**src/rtl/usr_pkg.sv**
```systemverilog
// Shared types for the universal shift register: operation modes and counter sizing.
// Optional rotate support is enabled by defining USR_ROTATE_EN.
package usr_pkg;

    typedef enum logic [1:0] {
        HOLD        = 2'd0,
        SHIFT_LEFT  = 2'd1,
        SHIFT_RIGHT = 2'd2,
        LOAD        = 2'd3
    } usr_mode_e;

    // Counter must hold 0..DEPTH even though it wraps before reaching DEPTH.
    function automatic int cnt_width(input int depth);
        return $clog2(depth + 1);
    endfunction

endpackage

```
**src/rtl/usr_if.sv**
```systemverilog
// Control/data bundle for universal_shift_register; rotate exists only with USR_ROTATE_EN.
// word_valid is a one-cycle pulse with no ready: the consumer must take it the cycle it is high.
interface usr_if #(
    parameter int LANES = 1,
    parameter int DEPTH = 8
);
    localparam int CW = $clog2(DEPTH + 1);

    logic                   en;
    logic [1:0]             mode;
    logic [LANES-1:0]       in;
    logic [LANES*DEPTH-1:0] load_data;
    logic [LANES*DEPTH-1:0] out;
    logic [LANES-1:0]       serial_out;
    logic                   word_valid;
    logic [CW-1:0]          shift_count;
`ifdef USR_ROTATE_EN
    logic                   rotate;
`endif

    modport master (
`ifdef USR_ROTATE_EN
        output rotate,
`endif
        output en, mode, in, load_data,
        input  out, serial_out, word_valid, shift_count
    );

    modport slave (
`ifdef USR_ROTATE_EN
        input  rotate,
`endif
        input  en, mode, in, load_data,
        output out, serial_out, word_valid, shift_count
    );

endinterface

```
**src/rtl/usr_lane.sv**
```systemverilog
// One DEPTH-bit lane: left/right shift, parallel load, and the bit leaving on the current shift.
module usr_lane
    import usr_pkg::*;
#(
    parameter int DEPTH = 8
) (
    input  logic             clk,
    input  logic             reset,
    input  logic             en,
    input  usr_mode_e        mode,
    input  logic             sin,
    input  logic             rotate,
    input  logic [DEPTH-1:0] load_val,
    output logic [DEPTH-1:0] q,
    output logic             sout
);

    logic fill;

    always_comb begin
        sout = 1'b0;
        case (mode)
            SHIFT_LEFT:  sout = q[DEPTH-1];
            SHIFT_RIGHT: sout = q[0];
            default:     sout = 1'b0;
        endcase
    end

    // Rotation feeds the outgoing bit back into the opposite end.
    assign fill = rotate ? sout : sin;

    always_ff @(posedge clk) begin
        if (reset) begin
            q <= '0;
        end else if (en) begin
            case (mode)
                SHIFT_LEFT:  q <= {q[DEPTH-2:0], fill};
                SHIFT_RIGHT: q <= {fill, q[DEPTH-1:1]};
                LOAD:        q <= load_val;
                default:     q <= q;
            endcase
        end
    end

endmodule

```
**src/rtl/universal_shift_register.sv**
```systemverilog
// Multi-lane universal shift register with a shared word counter and word_valid pulse.
// Define USR_ROTATE_EN to add the rotate input.
module universal_shift_register
    import usr_pkg::*;
#(
    parameter int LANES = 1,
    parameter int DEPTH = 8
) (
    input logic  clk,
    input logic  reset,
    usr_if.slave bus
);

    localparam int CW = cnt_width(DEPTH);
    localparam logic [CW-1:0] LAST = CW'(DEPTH - 1);

    usr_mode_e              mode;
    logic                   rotate;
    logic                   shifting;
    logic [LANES*DEPTH-1:0] q_all;
    logic [LANES-1:0]       sout_all;
    logic [CW-1:0]          cnt;
    logic                   wv;

    assign mode = usr_mode_e'(bus.mode);

`ifdef USR_ROTATE_EN
    assign rotate = bus.rotate;
`else
    assign rotate = 1'b0;
`endif

    assign shifting = bus.en && (mode == SHIFT_LEFT || mode == SHIFT_RIGHT);

    for (genvar k = 0; k < LANES; k++) begin : g_lane
        usr_lane #(.DEPTH(DEPTH)) u_lane (
            .clk      (clk),
            .reset    (reset),
            .en       (bus.en),
            .mode     (mode),
            .sin      (bus.in[k]),
            .rotate   (rotate),
            .load_val (bus.load_data[k*DEPTH +: DEPTH]),
            .q        (q_all[k*DEPTH +: DEPTH]),
            .sout     (sout_all[k])
        );
    end

    // Direction changes do not disturb the count; only LOAD and reset clear it.
    always_ff @(posedge clk) begin
        if (reset) begin
            cnt <= '0;
            wv  <= 1'b0;
        end else begin
            wv <= 1'b0;
            if (shifting) begin
                if (cnt == LAST) begin
                    cnt <= '0;
                    wv  <= 1'b1;
                end else begin
                    cnt <= cnt + 1'b1;
                end
            end else if (bus.en && mode == LOAD) begin
                cnt <= '0;
            end
        end
    end

    assign bus.out         = q_all;
    assign bus.serial_out  = sout_all;
    assign bus.word_valid  = wv;
    assign bus.shift_count = cnt;

endmodule

```
**src/flat_wrapper.sv**
```systemverilog
// flat-port wrapper written by rule: the top's interface ports become plain ports
module universal_shift_register_flat import usr_pkg::*;
#(
    parameter int LANES = 1,
    parameter int DEPTH = 8
)
  (clk, reset, bus_en, bus_mode, bus_in, bus_load_data, bus_out, bus_serial_out, bus_word_valid, bus_shift_count);
  usr_if #(.LANES(LANES), .DEPTH(DEPTH)) bus_i ();
  input logic clk;
  input logic reset;
  input wire logic [$bits(bus_i.en)-1:0] bus_en;
  input wire logic [$bits(bus_i.mode)-1:0] bus_mode;
  input wire logic [$bits(bus_i.in)-1:0] bus_in;
  input wire logic [$bits(bus_i.load_data)-1:0] bus_load_data;
  output wire logic [$bits(bus_i.out)-1:0] bus_out;
  output wire logic [$bits(bus_i.serial_out)-1:0] bus_serial_out;
  output wire logic [$bits(bus_i.word_valid)-1:0] bus_word_valid;
  output wire logic [$bits(bus_i.shift_count)-1:0] bus_shift_count;
  assign bus_i.en = bus_en;
  assign bus_i.mode = bus_mode;
  assign bus_i.in = bus_in;
  assign bus_i.load_data = bus_load_data;
  assign bus_out = bus_i.out;
  assign bus_serial_out = bus_i.serial_out;
  assign bus_word_valid = bus_i.word_valid;
  assign bus_shift_count = bus_i.shift_count;
  universal_shift_register #(.LANES(LANES), .DEPTH(DEPTH)) u_core (.clk(clk), .reset(reset), .bus(bus_i));
endmodule
```
**config.mk**
```make
export PLATFORM = sky130hd
export DESIGN_NAME = universal_shift_register_flat
export DESIGN_NICKNAME = d
export VERILOG_FILES = /design/src/rtl/usr_pkg.sv /design/src/rtl/usr_if.sv /design/src/rtl/usr_lane.sv /design/src/rtl/universal_shift_register.sv /design/src/flat_wrapper.sv
export SDC_FILE = /design/constraint.sdc
export NUM_CORES = 1
export LEC_CHECK = 0
export CAP_MARGIN = 15
export CORE_UTILIZATION = 41
export DETAILED_ROUTE_END_ITERATION = 7
export PLACE_DENSITY = 0.77
export SLEW_MARGIN = 20
export SYNTH_ARGS = -nofsm -noshare
export SYNTH_HDL_FRONTEND = slang
export SYNTH_SLANG_ARGS = --single-unit
```
**constraint.sdc**
```tcl
create_clock -name clk -period 1.8 [get_ports clk]
set_input_delay 0.36 -clock clk [delete_from_list [all_inputs] [get_ports clk]]
set_output_delay 0.36 -clock clk [all_outputs]
set_load 0.01 [all_outputs]
```
==> flow_summary.yaml <==
clock_network:
  cts_resized: 10
  clockBufferDepth: 2
  cts.sinks: 13
  root_buffer: "clkbuf_4"
  insertion_delay_ps: 280
  postCtsSetupBuffers: 0
  holdBufCountCts: 0
  htree_levels: 1
  path_clk_slew_ps: 80
  numCtsBuffers: 3
  cts_tree: "yes"
layout:
  post-route-util_pct: 69.1
  fin_nets: 136
  syn2layout_area_growth_pct: 52.4
  drive_above_1_share_pct: 19.8
  fin_cells: 132
  antenna_cells: 0
  fillCellCount: 141
  stdcell_area_um2: 1080
grt:
  grt_pass1_wl_mm: 2.93
  grt_usage_pct: 20.8
  grt_pass1_vias: 670
  grt_max_degree: 16
  gr-total-overflow: 0
  antenna_found_initial: 0
sta:
  fin_ws_ps: 157
  setup_viol: 0
  hold_viol: 0
  period_share_pct: 91.3
  slew_viol_final: 0
  fmax_mhz: 609
  period_needed_ps: 1640
  worstMarginPinSlew_ps: 530
  rsz0062_at_grt: "no"
  clock_skew_ps: 5.97
  slew_headroom_pct: 64.5
synth:
  ys_warn_count: 0
  syn_area_um2: 707
  seq_area_frac_synth_pct: 36.8
  syn-num-nets: 99
  synth_area_per_cell_um2: 8.84
  ys_ff_latch: 13
  post_synth_num_cell_types: 26
  synthCells: 80
power_and_ir_drop:
  total_power_uw: 688
  irDropWorstVdd_mv: 0.442
  powerDensity_nw_per_um2: 639
  p_leak_nw: 0.406
placed_design:
  gp_congestion: 0.766
  place_area_um2: 1040
  placedCellCount: 128
  io_buffer_count: 27
  place_ws_ps: -459
  dp_hpwl_mm: 1.31
floorplan:
  dieArea_um2: 1890
  core_um2: 1560
  rows: 14
  start_util_pct: 45.3
  ioPinCount: 28
  dieHeight_um: 43.5
  die_x_um: 43.5
setup_path:
  cp.required_ps: 1440
  critPathCaptureType: "output pin"
  critPathArrivalTime_ps: 1280
  crit_type: "in2out"
  crit_path_cell_trace: "dlygate4sd2_1 -> buf_4 -> ha_1 -> a22oi_1 -> nor2b_1 -> buf_2"
  path_max_fanout: 2
  start_kind: "primary input"
  cp_top_family: "buffers and inverters"
  crit_buf_inv: 3
  slowest_delay_ps: 250
  slowest_stage: "dlygate4sd2_1"
  rrSetupSlack_ps: 400
routing:
  drc: 2
  vias: 756
  ant_nets: 0
  drt-total-wl_mm: 1.82
  firstDrtPassIters: 6
  viasPerCell: 5.73
  wl_per_cell_um: 13.8
  drt_iter0_drc: 20
job:
  maxCapViolations: 0
run_status:
  violations: "design-rule violations"
  outcome: "finished, violations left"
min_path:
  hold_class: "reg2reg"
[final cells by class]
cell class / instances / area (um2) / area share, %
clock buffer: 4 / 26.3 / 2.44
sequential: 13 / 260 / 24.2
tap: 16 / 20.0 / 1.86
inverter: 2 / 7.51 / 0.697
multi-input combinational: 60 / 422 / 39.1
timing repair buffer: 37 / 342 / 31.7
[cells in the final DEF, fill, tap and decap left out, drive strengths merged, types with 2 or more instances in the layout]
| master | Yosys | final |
|---|---|---|
| a21oi | 2 | 2 |
| inv | 2 | 2 |
| a311oi | 8 | 8 |
| dlygate4sd2 | 0 | 2 |
| dfxtp | 13 | 13 |
| a22oi | 9 | 9 |
| clkbuf | 0 | 4 |
| ha | 5 | 5 |
| clkdlybuf4s50 | 0 | 24 |
| nor2b | 3 | 3 |
| nand2 | 12 | 12 |
| buf | 5 | 11 |
| o21ai | 2 | 2 |
| nor2 | 10 | 10 |
[stage by stage]
step	TNS, ps	hold slack (ps)
6_report	0	518
5_1_grt	0	544
4_1_cts	0	520
3_5_place_dp	-2570	507
3_3_place_gp	-1990	492
2_1_floorplan	0	432
[final timing paths]
path | from | endpoint | depth (start not counted)
worst max-delay path | bus_mode[0] | bus_serial_out | 6
worst min-delay path | u_core.bus.shift_count[3] | u_core.bus.shift_count[3] | 2
worst max register to register | u_core.bus.shift_count[0] | u_core.bus.shift_count[3] | 4
worst min register to register | u_core.bus.shift_count[3] | u_core.bus.shift_count[3] | 2
[worst min-delay path, delay by kind of cell, from the launching register on]
kind / cells / cell delay [ps]
compound gates: 1 / 60
simple gates: 1 / 60
flops: 1 / 340
[cells by family after synthesis]
kind of cell / after synthesis / synth area share [%]
and+or+nand+nor: 32 / 22.5
AOI/OAI and AO/OA: 23 / 26.2
DFF: 13 / 36.8
buffers and inverters: 7 / 5.66
adders and majority gates: 5 / 8.85
[synth_stat cells]
cell type	count	area share [%]
nor3_1	1	0.71
nand4_1	1	0.89
nand3_1	1	0.71
o21ai_0	2	1.4
a21oi_1	2	1.4
buf_2	2	1.4
or3b_2	1	1.2
a32oi_1	1	1.2
nand2_2	1	0.89
buf_4	1	1.1
inv_1	2	1.1
dfxtp_1	13	37
buf_6	1	1.6
and3b_2	1	1.4
a31oi_1	1	0.89
ha_1	5	8.8
or4b_1	1	1.4
buf_1	1	0.53
nor2b_1	3	2.7
a311oi_1	6	7.4
nor2_2	1	0.89
nand3b_1	1	1.1
nand2_1	11	5.8
a311oi_2	2	4.2
a22oi_1	9	9.6
nor2_1	9	4.8
[per-layer routing]
metal / wire length, um / global-route usage, %
met1: 792 / 27.1
met2: 926 / 34.5
met3: 80 / 4.58
met4: 18 / 6.25
met5: 0 / 0
[flip-flops by register name (all words and copies together), names as in the netlist]
signal,cells
u_core.bus.word_valid,1
u_core.bus.shift_count,4
u_core.g_lane.u_lane.q,8
[where the power goes]
group | total (mW) | switching (mW) | internal, mW | leakage (nW)
Combinational | 0.179 | 0.0772 | 0.102 | 0.285
Clock | 0.187 | 0.101 | 0.0860 | 0.0150
Sequential | 0.322 | 0.0178 | 0.304 | 0.107
Total | 0.688 | 0.196 | 0.492 | 0.406
No activity file was read; power rests on OpenSTA's default activity.
